===== config.mk =====
export PLATFORM = sky130hd
export DESIGN_NAME = axis_decim_out
export DESIGN_NICKNAME = d
export VERILOG_FILES = /design/src/rtl/axis_decim_out.sv
export SDC_FILE = /design/constraint.sdc
export NUM_CORES = 1
export LEC_CHECK = 0
export ABC_AREA = 1
export CAP_MARGIN = 20
export CORE_ASPECT_RATIO = 1.5
export CORE_MARGIN = 2
export CORE_UTILIZATION = 50
export CTS_CLUSTER_SIZE = 25
export DETAILED_ROUTE_END_ITERATION = 12
export HOLD_SLACK_MARGIN = 0.05
export PLACE_DENSITY = 0.75
export SLEW_MARGIN = 5
export SYNTH_ARGS = -nofsm -noshare
export SYNTH_HDL_FRONTEND = slang
export SYNTH_SLANG_ARGS = --single-unit

===== constraint.sdc =====
create_clock -name aclk -period 5.45 [get_ports aclk]
set_input_delay 1.09 -clock aclk [delete_from_list [all_inputs] [get_ports aclk]]
set_output_delay 1.09 -clock aclk [all_outputs]
set_load 0.02 [all_outputs]

===== src/rtl/axis_decim_out.sv =====
// Keeps one sample in every decim, applies a shift gain with signed saturation and buffers results in a FIFO.
// Latency is 2 cycles. s_axis_tready drops when stage+FIFO are full, and samples offered then are dropped and flagged.

module axis_decim_out_fifo #(
   parameter  int W     = 16,
   parameter  int DEPTH = 4,
   localparam int AW    = $clog2(DEPTH),
   localparam int CW    = AW + 1
) (
   input  logic          clk_i,
   input  logic          rst_ni,
   input  logic          push_vld_i,
   input  logic [W-1:0]  push_dat_i,
   input  logic          pop_i,
   output logic [W-1:0]  head_dat_o,
   output logic [CW-1:0] count_o
);
   logic [W-1:0]  mem_q [DEPTH];
   logic [AW-1:0] wr_ptr_q;
   logic [AW-1:0] rd_ptr_q;
   logic [CW-1:0] count_q;

   always_ff @(posedge clk_i or negedge rst_ni) begin
      if (!rst_ni) begin
         for (int i = 0; i < DEPTH; i++) mem_q[i] <= '0;
         wr_ptr_q <= '0;
         rd_ptr_q <= '0;
         count_q  <= '0;
      end else begin
         if (push_vld_i) begin
            mem_q[wr_ptr_q] <= push_dat_i;
            wr_ptr_q        <= wr_ptr_q + AW'(1);
         end
         if (pop_i) rd_ptr_q <= rd_ptr_q + AW'(1);
         count_q <= count_q + CW'(push_vld_i) - CW'(pop_i);
      end
   end

   assign head_dat_o = mem_q[rd_ptr_q];
   assign count_o    = count_q;
endmodule

module axis_decim_out #(
   parameter int DATA_WIDTH = 16,
   parameter int CNT_WIDTH  = 8,
   parameter int FIFO_DEPTH = 4
) (
   input  logic                  aclk,
   input  logic                  aresetn,
   input  logic [DATA_WIDTH-1:0] s_axis_tdata,
   input  logic                  s_axis_tvalid,
   output logic                  s_axis_tready,
   input  logic [CNT_WIDTH-1:0]  decim,
   input  logic [CNT_WIDTH-1:0]  phase,
   input  logic [3:0]            gain_shift,
   input  logic                  clr_flags,
   output logic [DATA_WIDTH-1:0] m_axis_tdata,
   output logic                  m_axis_tvalid,
   input  logic                  m_axis_tready,
   output logic                  overflow,
   output logic                  saturated
);
   localparam int AW = $clog2(FIFO_DEPTH);
   localparam int CW = AW + 1;
   localparam int XW = DATA_WIDTH + 15;
   localparam logic signed [XW-1:0] SAT_MAX = XW'((2 ** (DATA_WIDTH - 1)) - 1);
   localparam logic signed [XW-1:0] SAT_MIN = XW'(-(2 ** (DATA_WIDTH - 1)));

   logic [CNT_WIDTH-1:0]  cnt_q, cnt_d, decim_eff;
   logic                  stage_vld_q, stage_vld_d;
   logic [DATA_WIDTH-1:0] stage_dat_q, stage_dat_d;
   logic                  overflow_q, overflow_d;
   logic                  saturated_q, saturated_d;
   logic [CW-1:0]         fifo_count;
   logic                  fifo_push, fifo_pop, keep, drop, clip_hi, clip_lo;
   logic signed [XW-1:0]  stage_ext, gained;
   logic [DATA_WIDTH-1:0] sat_dat;

   assign decim_eff     = (decim == '0) ? CNT_WIDTH'(1) : decim;
   // Occupancy counts the stage register so a kept sample always has a FIFO slot to move into.
   assign s_axis_tready = (fifo_count + CW'(stage_vld_q)) < CW'(FIFO_DEPTH);
   assign keep          = s_axis_tvalid && s_axis_tready && (cnt_q == phase);
   assign drop          = s_axis_tvalid && !s_axis_tready;
   assign m_axis_tvalid = (fifo_count != '0);
   assign fifo_pop      = m_axis_tvalid && m_axis_tready;
   assign fifo_push     = stage_vld_q && ((fifo_count < CW'(FIFO_DEPTH)) || fifo_pop);

   assign stage_ext = {{(XW - DATA_WIDTH){stage_dat_q[DATA_WIDTH-1]}}, stage_dat_q};
   assign gained    = stage_ext <<< gain_shift;
   assign clip_hi   = gained > SAT_MAX;
   assign clip_lo   = gained < SAT_MIN;
   assign sat_dat   = clip_hi ? {1'b0, {(DATA_WIDTH - 1){1'b1}}} :
                      clip_lo ? {1'b1, {(DATA_WIDTH - 1){1'b0}}} : gained[DATA_WIDTH-1:0];

   always_comb begin
      cnt_d       = cnt_q;
      stage_vld_d = stage_vld_q;
      stage_dat_d = stage_dat_q;
      // Every offered sample advances the phase, dropped or not, to stay locked to the input rate.
      if (s_axis_tvalid)
         cnt_d = (cnt_q >= decim_eff - CNT_WIDTH'(1)) ? '0 : cnt_q + CNT_WIDTH'(1);
      if (keep) begin
         stage_vld_d = 1'b1;
         stage_dat_d = s_axis_tdata;
      end else if (fifo_push) begin
         stage_vld_d = 1'b0;
      end
      overflow_d  = (overflow_q && !clr_flags) || drop;
      saturated_d = (saturated_q && !clr_flags) || (fifo_push && (clip_hi || clip_lo));
   end

   always_ff @(posedge aclk or negedge aresetn) begin
      if (!aresetn) begin
         cnt_q       <= '0;
         stage_vld_q <= 1'b0;
         stage_dat_q <= '0;
         overflow_q  <= 1'b0;
         saturated_q <= 1'b0;
      end else begin
         cnt_q       <= cnt_d;
         stage_vld_q <= stage_vld_d;
         stage_dat_q <= stage_dat_d;
         overflow_q  <= overflow_d;
         saturated_q <= saturated_d;
      end
   end

   axis_decim_out_fifo #(
      .W     (DATA_WIDTH),
      .DEPTH (FIFO_DEPTH)
   ) u_fifo (
      .clk_i      (aclk),
      .rst_ni     (aresetn),
      .push_vld_i (fifo_push),
      .push_dat_i (sat_dat),
      .pop_i      (fifo_pop),
      .head_dat_o (m_axis_tdata),
      .count_o    (fifo_count)
   );

   assign overflow  = overflow_q;
   assign saturated = saturated_q;
endmodule

* Word-level counts from Yosys, hierarchy flattened
Index checks and enable logic that the tools add are counted.
Word-level totals: register bits 98, bits of input ports 41, output and inout bits 20, word-level logic and storage cells 61
Cells by class: $add $sub $neg 7, magnitude comparators 8, equality and inequality tests 1, shift operators 1, muxes and demuxes 12, bitwise gates (word level) 2, reductions and logical operators 18
Operators by type and width (count):
- $mux 16 | 5
- $bwmux 64 | 1
- $bmux 16 s2 | 1
- $demux 16 s2 | 1
- $gt 31x16->1 const B | 1
- $lt 31x16->1 const B | 1
- $sshl 16x4->31 | 1
- $mux 8 | 2
- $logic_and 1x1->1 | 9
- $add 8x1->8 const B | 1
- $eq 8x8->1 | 1
- $ge 8x8->1 | 1
- $logic_not 8->1 | 1
- $sub 8x1->8 const B | 1
- $add 3x1->3 | 2
- $ge 3x3->1 const B | 2
- $lt 3x3->1 const B | 2
- $not 2->3 | 2
- $add 2x1->2 const B | 2
- $logic_or 1x1->1 | 4
- $lt 3x1->1 const B | 1
- $reduce_bool 3->1 | 1
- $sub 3x1->3 | 1
- $logic_not 1->1 | 2
- other kinds (2) | 3

* Logic depth before layout (Yosys ltp)
Gate-level depths: netlist of run 1.
depth in word-level cells 6, mapped depth 19, depth with buffers taken out 17

* By module
A second synthesis of run 1 with hierarchy kept.
Second synthesis, totals: cell total of the unflattened synthesis 924, area total of the unflattened synthesis 6760.2 um2
Modules (own cells, without submodules):
- axis_decim_out_fifo | instances 1, cells each 447, area each 3852.4 um2
- axis_decim_out | instances 1, cells each 477, area each 2907.8 um2

* Worst setup path before layout of run 1
OpenSTA, ideal clock, no wires.
kind input to register, from input decim[3], to register cnt_q[4], setup time 130 ps, arrival 2855 ps, required time 5320 ps, setup slack 2465 ps, stages on the path 16, path buffers 0, cell sequence nor2_1 -> inv_1 -> nor3_1 -> a21oi_1 -> ha_1 -> nand2_1 -> xnor2_1 -> inv_1 -> ha_1 -> nand2_1 -> nor2_1 -> nand4_1 -> o2111ai_1 -> nand2_1 -> inv_1 -> nor3_1
On the way: longest elaborated chain between the ends 5
Ends and longest elaborated chain:
- start: declaration | RTL line 53 | input logic [CNT_WIDTH-1:0] decim,
- $logic_not 8->1 | RTL line 79 | assign decim_eff = (decim == '0) ? CNT_WIDTH'(1) : decim;
- $mux 8 * | RTL line 79
- $sub 8x1->8 * | RTL line 101 | cnt_d = (cnt_q >= decim_eff - CNT_WIDTH'(1)) ? '0 : cnt_q + CNT_WIDTH'(1);
- $ge 8x8->1 * | RTL line 101
- $mux 8 * | RTL line 101
- end signal: assignment | RTL line 120 | cnt_q <= cnt_d;
- end: declaration | RTL line 69 | logic [CNT_WIDTH-1:0] cnt_q, cnt_d, decim_eff;
Every way passes the cells marked *; elsewhere a longest branch is shown, timed or not. A chain may end at the register's enable or synchronous reset.

* Worst setup path in the final report of run 1
from input gain_shift[0], to register u_fifo.mem_q[9] (netlist name)
On the way: longest elaborated chain between the ends 5
Ends and longest elaborated chain:
- start: declaration | RTL line 55 | input logic [3:0] gain_shift,
- $sshl 16x4->31 * | RTL line 89 | assign gained = stage_ext <<< gain_shift;
- $lt 31x16->1 | RTL line 91 | assign clip_lo = gained < SAT_MIN;
- $mux 16 | RTL line 93 | clip_lo ? {1'b1, {(DATA_WIDTH - 1){1'b0}}} : gained[DATA_WIDTH-1:0];
- $mux 16 * | RTL line 92 | assign sat_dat = clip_hi ? {1'b0, {(DATA_WIDTH - 1){1'b1}}} :
- $bwmux 64 * | RTL line 31 | mem_q[wr_ptr_q] <= push_dat_i;
- end signal: indexed assignment | RTL line 31
- end: declaration | RTL line 18 | logic [W-1:0] mem_q [DEPTH];
Marked as above.

==> results of run 1 <==
## final cells by class
type | count | area [um^2] | share of cell area (%)
Timing Repair Buffer | 64 | 628 | 8.97
Tap cell | 153 | 191 | 2.74
Inverter | 62 | 243 | 3.47
Sequential cell | 98 | 2450 | 35.0
Clock inverter | 3 | 46.3 | 0.661
Multi-Input combinational cell | 636 | 3170 | 45.3
Clock buffer | 12 | 267 | 3.81
## cell usage after synthesis, drive strengths merged
cell type,n
buf,18
a21oi,13
clkbuf,19
o21a,1
xnor2,7
or2,3
o22ai,17
inv,61
xor2,11
o21ai,68
ha,16
clkinv,1
nand2,334
nand4,2
nor3,5
nor4,1
nor2,64
a31oi,3
o41ai,1
nand3,87
dfrtp,98
nor3b,1
o2111ai,1
fa,1
## kinds of logic (layout without fill, tap and decap cells)
group / after synthesis / in the layout / synth area share, %
compound gates: 104 / 104 / 9.17
xor+xnor: 18 / 18 / 2.59
fa+ha+maj: 17 / 17 / 3.61
buf+inv: 99 / 141 / 7.76
flops: 98 / 98 / 40.2
simple gates: 497 / 497 / 36.7
## power by group
group	total [uW]	leakage (uW)	switching (uW)	internal (uW)
logic	1420	0.00208	835	588
registers	1160	0.00130	185	973
clock network	665	0.000151	272	393
## flip-flops by register name, indices dropped and copies added, names as in the netlist
register / cells
stage_vld_q: 1
u_fifo.count_o: 3
u_fifo.rd_ptr_q: 2
overflow: 1
stage_dat_q: 16
saturated: 1
cnt_q: 8
u_fifo.mem_q: 64
u_fifo.wr_ptr_q: 2
## per-layer routing
layer	routed length, um	vias up
met5	0	-
met4	395	0
met3	668	31
met2	7050	155
met1	5870	2506
li1	-	2741
## path summary, 6_finish.rpt
kind,start,end,depth (start not counted)
min in group asynchronous,aresetn,u_fifo.mem_q[12],1
max in group asynchronous,aresetn,cnt_q[7],2
min,u_fifo.mem_q[27],u_fifo.mem_q[27],2
min reg2reg,u_fifo.mem_q[27],u_fifo.mem_q[27],2
max reg2reg,cnt_q[1],stage_dat_q[12],6
max,gain_shift[0],u_fifo.mem_q[9],16
## metrics by stage
stage                     utilization, %  worst slack, ps
after floorplan                        -             2470
after global placement              55.9             1420
after detailed placement            55.9             1370
after CTS                           58.5             1710
after global routing                58.5             1430
final                               58.5             1720
## critical path: stages
cell and delay, ps:
sky130_fd_sc_hd__clkdlybuf4s50_1 910, sky130_fd_sc_hd__inv_8 150, sky130_fd_sc_hd__nand2_1 120, sky130_fd_sc_hd__nand3_1 90, sky130_fd_sc_hd__nand3_1 140, sky130_fd_sc_hd__nand2_1 160
sky130_fd_sc_hd__nand2_1 100, sky130_fd_sc_hd__nand2_1 50, sky130_fd_sc_hd__inv_1 40, sky130_fd_sc_hd__nand2_1 50, sky130_fd_sc_hd__nor2_1 100, sky130_fd_sc_hd__nand3_1 90
sky130_fd_sc_hd__nand2_2 440, sky130_fd_sc_hd__nand2_1 230, sky130_fd_sc_hd__nand2_1 120, sky130_fd_sc_hd__nand2_1 70
==> impl.org, run 1 <==
** Placement
- The congestion estimate from routability-driven global placement came to 0.908.
- Once detailed placement completed, the half-perimeter wirelength came to 9730 um.
- Number of placed instances with taps included :: 1013
- Count of buffers from port buffering :: 60
- The placed instances occupy a cell area of approximately 6700 um^2.

** CTS
- Clock latency on the worst-skew pair, taken at its later pin, is 350 ps.
- Once the clock tree was built, the resizer swapped 0 gates to a different size.
- Maximum level of the CTS H-tree :: 3
- CTS placed an instance of sky130_fd_sc_hd__clkbuf_16 at the clock tree root.
- Clock transition at the register clock pins on the worst setup and hold paths after CTS :: 70 ps
- No sink is reached through more buffers than the 2 on the longest clock path.
- CTS Buf Count :: 9
- TritonCTS built the clock tree.
- # Post-CTS Setup Buffers :: 0
- Post-cts hold buffer count :: 0
- The clock drives 98 sinks.

** GRT
- Met2 capacity usage during global routing :: 38.8%
- Initial antenna violation count :: 0
- Met3 capacity usage during global routing :: around 3.0%
- Wire length of the first global-routing pass :: between 20000 and 25000 um
- After global routing, the most crowded layer is met2.
- Summed over all layers, the global routing overflow is 0.
- Largest net degree at the start of global routing :: 53
- Global routing used between 20% and 30% of the available met1 tracks.
- Overall track demand over capacity in global routing :: between 20% and 30%
- Via count of the first global-routing pass :: a little over 5000

** Yosys
- Post-synthesis sequential area ratio :: 40.2%
- The top cell type by area accounts for roughly two fifths of the synthesized area.
- Counting flops and latches in the post-synthesis netlist gives 98.
- Ranked by total cell area, the synthesized netlist is headed by sky130_fd_sc_hd__dfrtp_1 40%, sky130_fd_sc_hd__nand2_1 19%, sky130_fd_sc_hd__nand3_1 6.2%.
- Summed instance area of the synthesized netlist :: between 6000 and 7000 um^2
- Mean instance size in the synthesized netlist :: about 7.3 um^2
- When the netlist entered floorplanning its net count stood at between 800 and 900.
- Number of cells produced by synthesis :: between 800 and 900
- For this run, the number of Yosys warnings is 0.
- Leading area contributor after synthesis :: sky130_fd_sc_hd__dfrtp_1
- Counting distinct cell types in the post-synthesis netlist gives 36.

** Detailed routing
- Routed via count divided by cell count :: 5.29
- The routed layout has around 5400 vias.
- For this run, design rule violations remaining after detail routing come to 0.
- Total routed wirelength :: roughly 14000 um
- In the final routed layout, each cell accounts on average for approximately 14 um.
- The pre-antenna-repair detailed-routing pass consisted of 5 iterations.
- Iteration-0 DRC Markers :: 272
- Antenna violation net count after detailed routing :: 0

** Critical path
- For flop-to-flop paths, the worst setup slack is between 2000 and 3000 ps.
- Arrival time of the worst setup path :: approximately 4000 ps
- The worst setup path is of the input pin to flip-flop kind.
- The worst setup path is launched from an input pin.
- CP Data Required Time :: around 5700 ps
- Worst-path maximum fanout :: 17
- Type of element capturing the critical path :: flip-flop

** Final layout
- Most common cell after layout, fill and taps aside :: sky130_fd_sc_hd__nand2_1
- Antenna cell count :: 0
- The area growth from synthesis to layout is 14.8%.
- Non-filler cells, final :: just over 1000
- The net count of the finished layout is just over 900.
- Number of inserted filler cells in the final layout :: approximately 1200
- Cells with a size suffix above 1 make up slightly above 8% of the layout.
- Commonest cells after routing, fill and taps aside :: 303 x sky130_fd_sc_hd__nand2_1, 98 x sky130_fd_sc_hd__dfrtp_1, 75 x sky130_fd_sc_hd__nand3_1
- Post-route design area :: between 6000 and 7000 um^2

** Hold path
- The path class of the tightest hold or removal check is flip-flop to flip-flop.

** Pwr
- Power Dens Cells :: 464 nW/um^2
- Summing internal, switching and leakage power gives between 3000 and 4000 uW.
- The worst-case IR drop observed on VDD is ~0.29 mV.
- For this design the static power due to leakage is approximately 0.0035 uW.

** STA
- Total Neg Setup Slack :: 0 ps
- Unrepaired setup endpoints after global routing :: false
- Clock skew on the completed layout was measured at approximately 5.2 ps.
- At the pin with the least slew margin, the transition time is 1010 ps.
- Finish-stage setup viols :: 0
- Maximum clock rate :: ~0.27 GHz
- Time the final worst path needs with I/O delays and setup :: ~3700 ps
- Final critical-path share of the clock period :: between 60 and 70%
- Number of slew-limit violations in the final report :: 0
- Headroom to the max-slew limit came out at 32.9%.
- The count of final hold-check violations is 0.
- The tightest hold path in the finished design has a slack of approximately 480 ps.

** Status
- Run status :: finished clean

** Floorplan
- For this configuration, the core starts out at a cell density of 51.0%.
- The floorplan step defined a die boundary enclosing 13100 um^2.
- The die is 139 um tall.
- Pin placement for this block handled slightly above 60 I/O pins.
- The core region is 12000 um^2.
- Width of the die :: ~94 um
- In this run the core area contains 49 standard-cell rows.

** Flow run
- The tool flagged a number of max-cap violations equal to 0.
No activity file was read; power rests on OpenSTA's default activity.
==> run 2, diff against run 1 <==
Settings changed: PLACE_DENSITY 0.75 to 0.78.
Clock period 5.45 ns to 3.15 ns, I/O delays scaled along.
==> impl.org, run 2 (same netlist as run 1, synthesis figures left out) <==
** Detailed routing
- Average wire per standard cell :: 13.4 um (-1.5%)
- Routed via count divided by cell count :: 5.18 (-1.9%)
- The number of vias after detailed routing is 5453 (+0.37%).
- The number of remaining DRC errors was 0 (unchanged).
- The number of nets still failing antenna checks after routing came to 0 (unchanged).
- Drt first pass iters :: 5 (unchanged)
- Total routed wirelength :: 14100 um (+0.80%)
- Iteration-0 DRC Markers :: 255 (-6.3%)

** Final layout
- Post-route design area :: 7210 um^2 (+3.0%)
- The number of filler cells placed in the layout was 1106 (-5.6%).
- Leaving out fill and tap cells, the most frequent cell in the layout is sky130_fd_sc_hd__nand2_1.
- Antenna cell count :: 0 (unchanged)
- Proportion of layout cells with a drive suffix above 1 :: 10.9% (+2.7 points)
- Syn-to-layout area delta :: 18.2%
- The number of nets in the layout was 952 (+2.5%).
- Largest register FFs :: 64 (unchanged)
- Commonest cells after routing, fill and taps aside :: 303 x sky130_fd_sc_hd__nand2_1, 98 x sky130_fd_sc_hd__dfrtp_1, 75 x sky130_fd_sc_hd__nand3_1
- The register with the most flip-flops in the final layout is u_fifo.mem_q.
- In the final layout, the registers with the most flip-flops are u_fifo.mem_q x64, stage_dat_q x16, cnt_q x8.
- Multi-input combinational cell area :: 3180 um^2 (+0.24%)
- The total area of sequential cells was 2450 um^2 (unchanged).

** Critical path
- The slowest stage of the critical path is the sky130_fd_sc_hd__clkdlybuf4s50_1 cell.
- The maximum cell stage delay along the critical path came to 640 ps (-270 ps).
- The required time of the critical path is 2520 ps (-3160 ps).
- Cell class contributing the biggest share of worst-path delay :: buffers and inverters
- The data arrival time of the worst path was 2230 ps (-1730 ps).
- The worst setup path is captured at an output pin.
- Kind of launch point of the worst setup path :: flip-flop
- The maximum net fanout on the critical path is 17 (unchanged).
- Traced cell by cell, the critical path runs through inv_1, buf_4, o21ai_0, o22ai_1, clkdlybuf4s50_1.
- The number of buffer and inverter stages on the critical path was 3 (unchanged).
- Kind of critical path :: flip-flop to output pin

** GRT
- Overflow left after global routing :: 0 (unchanged)
- The number of antenna violations at the first check in global routing came to 0 (unchanged).
- The largest net degree at the start of global routing was 54 (+1.9%).
- Overall track demand over capacity in global routing :: 23.0% (+0.17 points)
- Wire length of the first global-routing pass :: 24400 um (+1.4%)
- Via count of the first global-routing pass :: 5252 (+2.4%)

** Floorplan
- The starting utilization of the core area is 51.0% (unchanged).
- The die area is 13100 um^2 (unchanged).
- The placeable core area came to 12000 um^2 (unchanged).
- The overall die width is 94.2 um (unchanged).
- The die outline height was 139 um (unchanged).
- Row cnt :: 49 (unchanged)
- The top-level I/O count was 61 (unchanged).

** Hold path
- The path class of the tightest hold or removal check is input pin to async pin.

** CTS
- Buffers from clock root to sink, at most :: 2 (unchanged)
- The source-to-sink clock delay at the later pin of the worst-skew pair came to 350 ps (about the same).
- TritonCTS built the clock tree.
- Count of clock tree sinks :: 98 (unchanged)
- Clock transition at the register clock pins on the worst setup and hold paths after CTS :: 70 ps (about the same)
- The tree is rooted in a sky130_fd_sc_hd__clkbuf_16.
- CTS Buf Count :: 9 (unchanged)
- The total setup buffers inserted after CTS was 0 (unchanged).
- Maximum level of the CTS H-tree :: 3 (unchanged)

** Placement
- Post-place setup slack :: -121 ps (-1500 ps)
- Area after DPL :: 6900 um^2 (+3.1%)
- Half-perimeter wire length of the detailed placement result :: 10100 um (+3.8%)
- RePlAce Congestion :: 0.925 (+1.9%)
- The number of port buffers was 60 (unchanged).

** STA
- Remaining max-slew budget at the tightest pin :: 54.9% (+22 points)
- Final critical-path share of the clock period :: between 90% and 100%
- The clock skew after layout was 5.57 ps (+0.337 ps).
- Maximum clock rate :: between 0.3 and 0.4 GHz
- Number of endpoints with negative hold slack in the final report :: 0 (unchanged)
- Total Neg Setup Slack :: 0 ps (unchanged)
- The actual slew at the worst max-slew pin is 677 ps (-329 ps).
- Number of slew-limit violations in the final report :: 0 (unchanged)
- The total setup violations reported at the end of the flow came to 0 (unchanged).
- The worst path setup slack after routing came to 294 ps (-1430 ps).
- Setup repair after global routing left no endpoint under its margin.
- Time the final worst path needs with I/O delays and setup :: around 2900 ps

** Pwr
- IR drop worst, VDD :: 0.477 mV (+63%)
- The static power due to leakage is 0.00365 uW (+3.1%).
- The total chip power came to 5680 uW (+75%).
- The power per cell area came to 788 nW/um^2 (+70%).

** Flow run
- Number of max-cap violations :: 0 (unchanged)

** Status
- Run status :: finished clean
## run 2: changes by cell type in the layout (fill, tap and decap cells not counted), sizes merged
cell	previous run	this run
clkbuf	12	10
buf	5	28
clkinv	1	3
clkinvlp	1	2
## run 2: layout make-up
| cell class | instances | area share [%] |
|---|---|---|
| multi-input cells | 636 | 44.1 |
| flip-flops and latches | 98 | 34.0 |
| repair buffers | 87 | 11.6 |
| inverters | 62 | 3.37 |
| clock buffers | 10 | 3.32 |
| well taps | 153 | 2.66 |
| clock inverters | 6 | 0.885 |
## run 2: path summary, 6_finish.rpt
path | from | endpoint | slack [ps] | depth (start not counted)
max | u_fifo.rd_ptr_q[1] | m_axis_tdata[12] | 290 | 5
min | aresetn | u_fifo.mem_q[56] | 320 | 1
max reg2reg | u_fifo.count_o[1] | u_fifo.count_o[2] | 870 | 9
min reg2reg | u_fifo.mem_q[22] | u_fifo.mem_q[22] | 480 | 2
max in group asynchronous | aresetn | u_fifo.mem_q[0] | 2070 | 2
min in group aclk | u_fifo.mem_q[22] | u_fifo.mem_q[22] | 480 | 2
## run 2: layer usage
metal | vias up | share of wire [%] | global-route usage (%)
met3 | 20 | 4.2 | 2.76
li1 | 2788 | - | -
met4 | 0 | 1.7 | 7.86
met1 | 2516 | 41 | 28.3
met2 | 129 | 53 | 41.2
met5 | - | 0 | 0
## run 2: through the flow
stage / instances / utilization [%] / hold WS [ps]
detailed placement: 1036 / 57.7 / 460
floorplan: 833 / - / 334
global route: 1052 / 60.3 / 371
finish: 1052 / 60.3 / 316
global placement: 1036 / 57.7 / 457
CTS: 1052 / 60.2 / 340
## run 2: worst reg2reg max path: stages, from the launching register on
cell and delay, ps:
sky130_fd_sc_hd__dfrtp_1 410, sky130_fd_sc_hd__inv_1 100, sky130_fd_sc_hd__a31oi_1 420, sky130_fd_sc_hd__ha_1 320, sky130_fd_sc_hd__inv_1 50, sky130_fd_sc_hd__ha_1 130, sky130_fd_sc_hd__inv_1 50, sky130_fd_sc_hd__fa_1 380
sky130_fd_sc_hd__xnor2_1 180, sky130_fd_sc_hd__xor2_1 170
## run 2: repair_timing
| action | 4_1_cts | 5_1_grt |
|---|---|---|
| resized for setup | 0 | 2 |
| hold buffers | 0 | 0 |
| endpoints found under the setup margin | 0 | 6 |
## run 2: report_power, final
| part | internal [uW] | switching [uW] | leakage, uW |
|---|---|---|---|
| Combinational | 1090 | 1460 | 0.00220 |
| Clock | 637 | 484 | 0.000145 |
| Sequential | 1680 | 319 | 0.00130 |
